File: config.mk
export PLATFORM = sky130hd
export DESIGN_NAME = packet_tx_arbiter
export DESIGN_NICKNAME = d
export VERILOG_FILES = /design/src/rtl/packet_tx_arbiter.sv
export SDC_FILE = /design/constraint.sdc
export NUM_CORES = 1
export LEC_CHECK = 0
export ABC_AREA = 1
export CAP_MARGIN = 0
export CORE_AREA = 5 5 77 79
export CTS_CLUSTER_DIAMETER = 120
export DETAILED_ROUTE_END_ITERATION = 10
export DIE_AREA = 0 0 82 84
export DONT_BUFFER_PORTS = 1
export SYNTH_ARGS = -nofsm -noshare
export SYNTH_HDL_FRONTEND = slang
export SYNTH_SLANG_ARGS = --single-unit
File: constraint.sdc
create_clock -name clk -period 1.5 [get_ports clk]
set_input_delay 0.3 -clock clk [delete_from_list [all_inputs] [get_ports clk]]
set_output_delay 0.3 -clock clk [all_outputs]
set_load 0.02 [all_outputs]
File: src/rtl/packet_tx_arbiter.sv
// packet_tx_arbiter
//
// Packet-granular round-robin arbiter that shares one 64-bit transmit stream
// between CHANNELS packet sources. A channel, once granted, keeps the grant
// until its end-of-packet word has been popped, so packets never interleave.
//
// Optional feature macro: PACKET_TX_ARBITER_STATS_EN
//   Adds a per-channel completed-packet counter and the pkt_count port.
//
// Parameters
//   CHANNELS   number of sources, 2..8
//   CNT_WIDTH  width of each packet counter (stats build only)
//
// Ports
//   clk         system clock
//   rst_n       asynchronous active-low reset
//   in_pop      per-source pop strobe
//   in_nempty   per-source word available
//   in_data     source words, channel k at [64k+63:64k]
//   in_end      per-source last-word-of-packet flag
//   out_pop     pop from the network block
//   out_nempty  a word is presented
//   out_data    presented word
//   out_end     presented word ends its packet
//   grant       index of the locked channel, valid while busy
//   busy        a packet is in progress
//   pkt_count   completed packets per channel (stats build only)
//
// state  | meaning
// -------+-------------------------------------------------------------
// IDLE   | no packet in flight; arbitrate among requesters (bubble cycle)
// LOCKED | stream of channel 'grant' is passed through until its end word

module packet_tx_arbiter #(
    parameter int CHANNELS  = 2,
    parameter int CNT_WIDTH = 16
) (
    input  logic                         clk,
    input  logic                         rst_n,
    output logic [CHANNELS-1:0]          in_pop,
    input  logic [CHANNELS-1:0]          in_nempty,
    input  logic [64*CHANNELS-1:0]       in_data,
    input  logic [CHANNELS-1:0]          in_end,
    input  logic                         out_pop,
    output logic                         out_nempty,
    output logic [63:0]                  out_data,
    output logic                         out_end,
    output logic [2:0]                   grant,
    output logic                         busy
`ifdef PACKET_TX_ARBITER_STATS_EN
    ,
    output logic [CNT_WIDTH*CHANNELS-1:0] pkt_count
`endif
);

    typedef enum logic {
        IDLE   = 1'b0,
        LOCKED = 1'b1
    } state_t;

    state_t      state;
    logic [2:0]  last;

    // Channel vectors padded to 8 entries so a 3-bit grant can index them
    // for any CHANNELS value without range issues.
    logic [7:0]  nempty_pad;
    logic [7:0]  end_pad;
    logic [7:0]  pop_pad;
    logic [63:0] data_arr [8];

    logic        pick_valid;
    logic [2:0]  pick_idx;
    logic [3:0]  cand;
    logic        xfer;

    always_comb begin
        nempty_pad = '0;
        end_pad    = '0;
        for (int k = 0; k < 8; k++) begin
            data_arr[k] = '0;
        end
        for (int k = 0; k < CHANNELS; k++) begin
            nempty_pad[k] = in_nempty[k];
            end_pad[k]    = in_end[k];
            data_arr[k]   = in_data[64*k +: 64];
        end
    end

    // Cyclic search starting at last+1. Walking the offsets from farthest to
    // nearest lets the nearest requester overwrite the result and win.
    always_comb begin
        pick_valid = 1'b0;
        pick_idx   = '0;
        cand       = '0;
        for (int i = CHANNELS; i >= 1; i--) begin
            cand = {1'b0, last} + 4'(i);
            if (cand >= 4'(CHANNELS)) begin
                cand = cand - 4'(CHANNELS);
            end
            if (nempty_pad[cand[2:0]]) begin
                pick_valid = 1'b1;
                pick_idx   = cand[2:0];
            end
        end
    end

    // Pass-through mux; no path from out_pop to out_nempty.
    assign out_nempty = (state == LOCKED) && nempty_pad[grant];
    assign out_data   = data_arr[grant];
    assign out_end    = end_pad[grant];
    assign xfer       = out_pop && out_nempty;

    always_comb begin
        pop_pad        = '0;
        pop_pad[grant] = xfer;
    end

    assign in_pop = pop_pad[CHANNELS-1:0];

    always_ff @(posedge clk or negedge rst_n) begin
        if (!rst_n) begin
            state <= IDLE;
            grant <= '0;
            last  <= 3'(CHANNELS - 1);
            busy  <= 1'b0;
        end else begin
            case (state)
                IDLE: begin
                    if (pick_valid) begin
                        grant <= pick_idx;
                        state <= LOCKED;
                        busy  <= 1'b1;
                    end
                end
                LOCKED: begin
                    if (xfer && out_end) begin
                        last  <= grant;
                        state <= IDLE;
                        busy  <= 1'b0;
                    end
                end
                default: begin
                    state <= IDLE;
                    busy  <= 1'b0;
                end
            endcase
        end
    end

`ifdef PACKET_TX_ARBITER_STATS_EN
    logic [CNT_WIDTH-1:0] cnt [CHANNELS];

    always_ff @(posedge clk or negedge rst_n) begin
        if (!rst_n) begin
            for (int k = 0; k < CHANNELS; k++) begin
                cnt[k] <= '0;
            end
        end else begin
            for (int k = 0; k < CHANNELS; k++) begin
                if (xfer && out_end && (grant == 3'(k))) begin
                    cnt[k] <= cnt[k] + CNT_WIDTH'(1);
                end
            end
        end
    end

    always_comb begin
        pkt_count = '0;
        for (int k = 0; k < CHANNELS; k++) begin
            pkt_count[CNT_WIDTH*k +: CNT_WIDTH] = cnt[k];
        end
    end
`endif

endmodule

Word level (Yosys, flattened, before mapping)
Index checks and enable logic that the tools add are counted.
{"block": "word_totals", "regBits": 8, "latch_bits": 0, "mem_bits_rw": 0, "rom_bits": 0, "inputBits": 135, "out_inout_bits": 72, "elab_cells": 52, "mem_count": 0}
{"block": "op_classes", "addsub": 4, "mul": 0, "n_div": 0, "n_lt_le_gt_ge": 7, "eq_ne": 2, "shift": 0, "mux": 25, "bitwise_logic": 3, "reduce_logical": 7}
{"operator": "binary-select mux 64 bit (select 3 bit)", "n": 1}
{"operator": "two-way mux 64 bit", "n": 2}
{"operator": "binary-select mux 1 bit (select 3 bit)", "n": 4}
{"operator": "less-than comparator 3 x 4 -> 1 bit, second input constant", "n": 3}
{"operator": "two-way mux 3 bit", "n": 4}
{"operator": "two-way mux 1 bit", "n": 11}
{"operator": ">= comparator 4 x 2 -> 1 bit, second input constant", "n": 2}
{"operator": "AND reduction 2 bit", "n": 3}
{"operator": "subtractor 3 x 2 -> 3 bit, second input constant", "n": 2}
{"operator": "adder 3 x 1 -> 4 bit, second input constant", "n": 1}
{"operator": "adder 3 x 2 -> 4 bit, second input constant", "n": 1}
{"operator": ">= comparator 4 bit, second input constant", "n": 1}
{"operator": "logical AND 1 bit", "n": 4}
{"operator": "inverter 3 -> 4 bit", "n": 1}
{"operator": "case mux 1 bit (2 select lines)", "n": 2}
{"operator": "demux 1 bit (select 3 bit)", "n": 1}
{"operator": ">= comparator 3 x 1 -> 1 bit, second input constant", "n": 1}
{"operator": "AND 2 bit", "n": 1}
{"operator": "inequality test 2 x 1 -> 1 bit, second input constant", "n": 1}
{"operator": "inequality test 2 bit, second input constant", "n": 1}
{"operator": "inverter 1 bit", "n": 1}

Logic depth before layout (Yosys ltp)
{"block": "depth", "word_depth": 9, "mapped_depth": 11}

Worst setup path before layout
Ideal clock, no wire load.
{"block": "synth_path", "path_kind": "register to output", "from": "register grant[2]", "to": "output port in_pop[0]", "arrival_ns": 1.609, "required_time_ns": 1.200, "path_slack_ns": -0.409, "stages_incl_launch_ff": 6, "n_path_buf": 0, "cell_sequence": "dfrtp_1 > nor2_1 > inv_2 > nor3_4 > nand2_1 > nor3_1"}
{"block": "synth_between", "elab_chain_len": 5, "elab_cells_between_ends": 10, "classes_between": "order compare (2); mux (4); bitwise (1); reduce/logical (3)"}
{"element": "from (decl)", "line": "48", "rtl": "output logic [2:0] grant,"}
{"element": "from (signal assigned)", "line": "130", "rtl": "grant <= pick_idx;"}
{"element": "binary-select mux 1 bit (select 3 bit)", "line": "108", "rtl": "assign out_nempty = (state == LOCKED) && nempty_pad[grant];"}
{"element": "two-way mux 1 bit (not written as such)", "line": "108"}
{"element": "logical AND 1 bit", "line": "108"}
{"element": "named net out_nempty", "line": "45", "rtl": "output logic out_nempty,"}
{"element": "logical AND 1 bit", "line": "111", "rtl": "assign xfer = out_pop && out_nempty;"}
{"element": "AND 2 bit (no source line)"}
{"element": "to (decl)", "line": "40", "rtl": "output logic [CHANNELS-1:0] in_pop,"}
The timed path passes the listed nets, and every way through them passes these cells. The select of a mux whose other input is x is not followed.

Worst setup path in the final report
{"block": "layout_path", "from": "register grant[2]", "to": "output port in_pop[1]"}
{"block": "layout_between", "elab_chain_len": 5, "elab_cells_between_ends": 10, "classes_between": "order compare (2); mux (4); bitwise (1); reduce/logical (3)"}
{"element": "less-than comparator 3 x 4 -> 1 bit (not written as such), or another cell as far along", "line": "115", "rtl": "pop_pad[grant] = xfer;"}
{"element": "logical AND 1 bit (not written as such) or two-way mux 1 bit (tied branches)", "line": "115, 108"}
{"element": "two-way mux 1 bit (not written as such) or logical AND 1 bit (tied branches)", "line": "115, 108"}
{"element": "demux 1 bit (select 3 bit) or logical AND 1 bit (tied branches)", "line": "115, 111"}
{"element": "AND 2 bit (no source line) *"}
Mark *: on every way between the ends. The rest lies on a longest branch, timed or not. The select of a mux whose other input is x is not followed.

==> flow_metrics.tcl <==
set metrics [dict create \
    synth_area_um2 1420 \
    switching_share 0.1901 \
    min_period_ns 1.797 \
    cts_buffers 3 \
    ys_seq_elements 8 \
    ys_types 22 \
    finalCritPeriodShare 1.198 \
    powerDensity_nw_per_um2 186.0 \
    ant_nets 0 \
    static-leakage-power_uw 0.001388 \
    max_freq_ghz 0.5566 \
    rows 27 \
    dr_total_vias 1523 \
    r2r_cells 10 \
    cp_cell_sequence "nor2_4 -> inv_4 -> buf_12 -> nor3_4 -> nand2_2 -> nor3_4" \
    critPathMaxFanout 4 \
    drt_iter0_drc 69 \
    critPathRequiredTime_ns 1.20 \
    cts_sinks 8 \
    netlist_instances 158 \
    crit_path_top_delay_cell "dfrtp_2" \
    clkLatencyLatePin_ns 0.23 \
    die_width_um 82 \
    utilization 0.5152 \
    finalInstanceArea_um2 2715 \
    place_area_um2 2240 \
    avgSynthCellArea_um2 8.988 \
    h-tree-depth 1 \
    crit_end "in_pop[1]" \
    critPathMaxStageDelay_ns 0.41 \
    root_buffer "clkbuf_8" \
    synth_nets 299 \
    internal_power_uw 409.0 \
    rsz0062_at_grt "true" \
    async_reset_ff_frac 1.000 \
    fp.dieH_um 84 \
    total_power_uw 505.1 \
    grt-ovfl-total 0 \
    timing.rr.start "last[0]" \
    grt_pass1_vias 1601 \
    design.core.area_um2 5270 \
    fillers 475 \
    grt_pass1_wl_um 9425 \
    clk_pin_slew_worst_paths_ns 0.04 \
    setup_violations 73 \
    outcome "finished with violations" \
    ioPinCount 207 \
    hp-class "input pin to flip-flop" \
    crit_cells 6 \
    grt_max_degree 13 \
    syn_to_final_growth_pct 91.19 \
    cts_tree "yes" \
    dr.pass1.iters 4 \
    dp_hpwl_um 5820 \
    startpoint_type "flip-flop" \
    drive_above_1_share 0.7610 \
    gp_congestion 0.8281 \
    wl_per_cell_um 25.47 \
    maxSlewHeadroom 0.7438 \
    ys_top_cells_by_area "a22o_2 (30%), a22o_1 (13%), dfrtp_1 (12%)" \
    ctsLongestPathBuffers 2 \
    fp.dieArea_um2 6888 \
    power.share.sequential 0.429 \
    cp-startpoint "grant[2]" \
    worstPathArrival_ns 1.50 \
    critical_path_class "flip-flop to primary output" \
    power.switching_uw 96.02 \
    grt_antenna_before_repair 0 \
    combPwrFrac 0.035 \
    grt_usage 0.1812 \
    diodes 0 \
    routed_wl_um 7054 \
    violations "negative setup slack" \
    synth_common_cells "a22o_2 (43), nand2_1 (25), a22o_1 (21)" \
    yosys_warnings 0 \
    reg2reg_to "grant[0]" \
    crit_family "simple AND/OR/NAND/NOR gates" \
    end_kind "primary output" \
    vias_per_cell 5.498 \
    clockPowerShare 0.535 \
    worst-path-buf-inv 2 \
    r2r_slack_ns -0.06 \
    finClkSkew_ns 0.004994 \
    fin_nets 347 \
    synth_flop_cell "dfrtp_1" \
    cp_common_cell "nor3_4" \
    timing.final.ws_setup_ns -0.2965 \
    cap_viol_max_count 0 \
    tightest_slew_ns 0.3830 \
    numPortBuffers 0 \
    yosysSeqAreaShare 0.1419 \
    maxSlewViolCount 0 \
    netlist.area_leader.share 0.3031 \
    drcViolationCount 0 \
    synth_edf_count 0 \
    final-hold-violation-count 0 \
    yosys.area.top_type "a22o_2" \
    yosysMostFrequentCell "a22o_2" \
    initial_utilization 0.2695 \
    ir_drop_uv 614.9 \
]
==> power groups by stage <==
stage | combinational, µW | sequential, µW | clock (µW)
after floorplan | 10.0 | 220 | 0
after global placement | 10.7 | 220 | 0
after detailed placement | 10.7 | 220 | 0
after CTS | 15.7 | 217 | 277
after global routing | 19.5 | 217 | 291
final | 17.9 | 217 | 270
==> registers in the layout, summed over array words and instances, names as in the netlist <==
register and count:
busy 1, grant 3, last 3, state 1
==> per-layer routing <==
metal / vias to the layer above / track usage / share of wire
li1: 691 / - / -
met1: 747 / 0.1983 / 0.34
met2: 79 / 0.3424 / 0.56
met3: 6 / 0.04860 / 0.092
met4: 0 / 0.02870 / 0.0057
met5: - / 0 / 0
==> cell families (layout without fill, tap and decap cells) <==
| family | count (synthesis) | count (layout) | synth area share |
|---|---|---|---|
| DFF | 8 | 8 | 0.1419 |
| and+or+nand+nor | 45 | 45 | 0.1560 |
| AOI/OAI and AO/OA | 69 | 69 | 0.4529 |
| adders and majority gates | 6 | 6 | 0.05286 |
| buffers and inverters | 30 | 77 | 0.1965 |
==> worst min path at each step <==
stage	cells after the start	start	slack [ns]	end
2_1_floorplan	0	rst_n	0.004	busy
3_5_place_dp	0	rst_n	0.005	last[1]
4_1_cts	2	out_pop	0.23	last[0]
3_3_place_gp	0	rst_n	0.005	last[2]
5_1_grt	2	out_pop	0.25	last[0]
6_report	2	out_pop	0.23	last[0]
==> metrics by stage <==
stage	cells	setup slack, ns	setup TNS [ns]	hold WS [ns]
floorplan	158	-0.2592	-3.448	0.004409
global placement	252	-0.06470	-1.868	0.004680
detailed placement	252	-0.1002	-2.758	0.004648
CTS	270	-0.3131	-18.95	0.2302
global route	277	-0.3501	-21.83	0.2450
finish	277	-0.2965	-18.08	0.2339
==> cell usage in the layout, fill, tap and decap left out, drive strengths merged, types with 3 or more instances in the layout <==
| cell | instances |
|---|---|
| a22o | 64 |
| buf | 52 |
| clkbuf | 7 |
| dfrtp | 7 |
| ha | 6 |
| inv | 16 |
| nand2 | 27 |
| nand3 | 4 |
| nor2 | 10 |
| nor3 | 3 |
| o21ai | 4 |
==> area by class of cell <==
cell class	count	area (µm²)	share of cell area
sequential	8	205.2	0.07558
clock buffer	4	45.04	0.01659
timing repair buffer	57	742.0	0.2733
tap	72	90.09	0.03318
inverter	16	62.56	0.02304
multi-input combinational	120	1570	0.5783
==> timing repair <==
| action | in CTS | in global routing |
|---|---|---|
| gates cloned | 2 | 3 |
| gates resized for setup | 18 | 17 |
| hold buffers | 1 | 0 |
| setup endpoints to repair | 76 | 76 |
| hold endpoints to repair | 8 | 0 |
| pin swaps | 23 | 18 |
| buffers inserted | 11 | 4 |
==> worst reg2reg max path: stages, from the launching register on <==
cell	delay, ns
dfstp_2	0.54
inv_2	0.05
ha_4	0.25
inv_2	0.03
nand2_2	0.06
nand2_4	0.06
nor2_4	0.11
nand2_2	0.09
a21oi_4	0.16
nand2_1	0.08
nand2_1	0.06
Power figures use the tool's default switching activity.
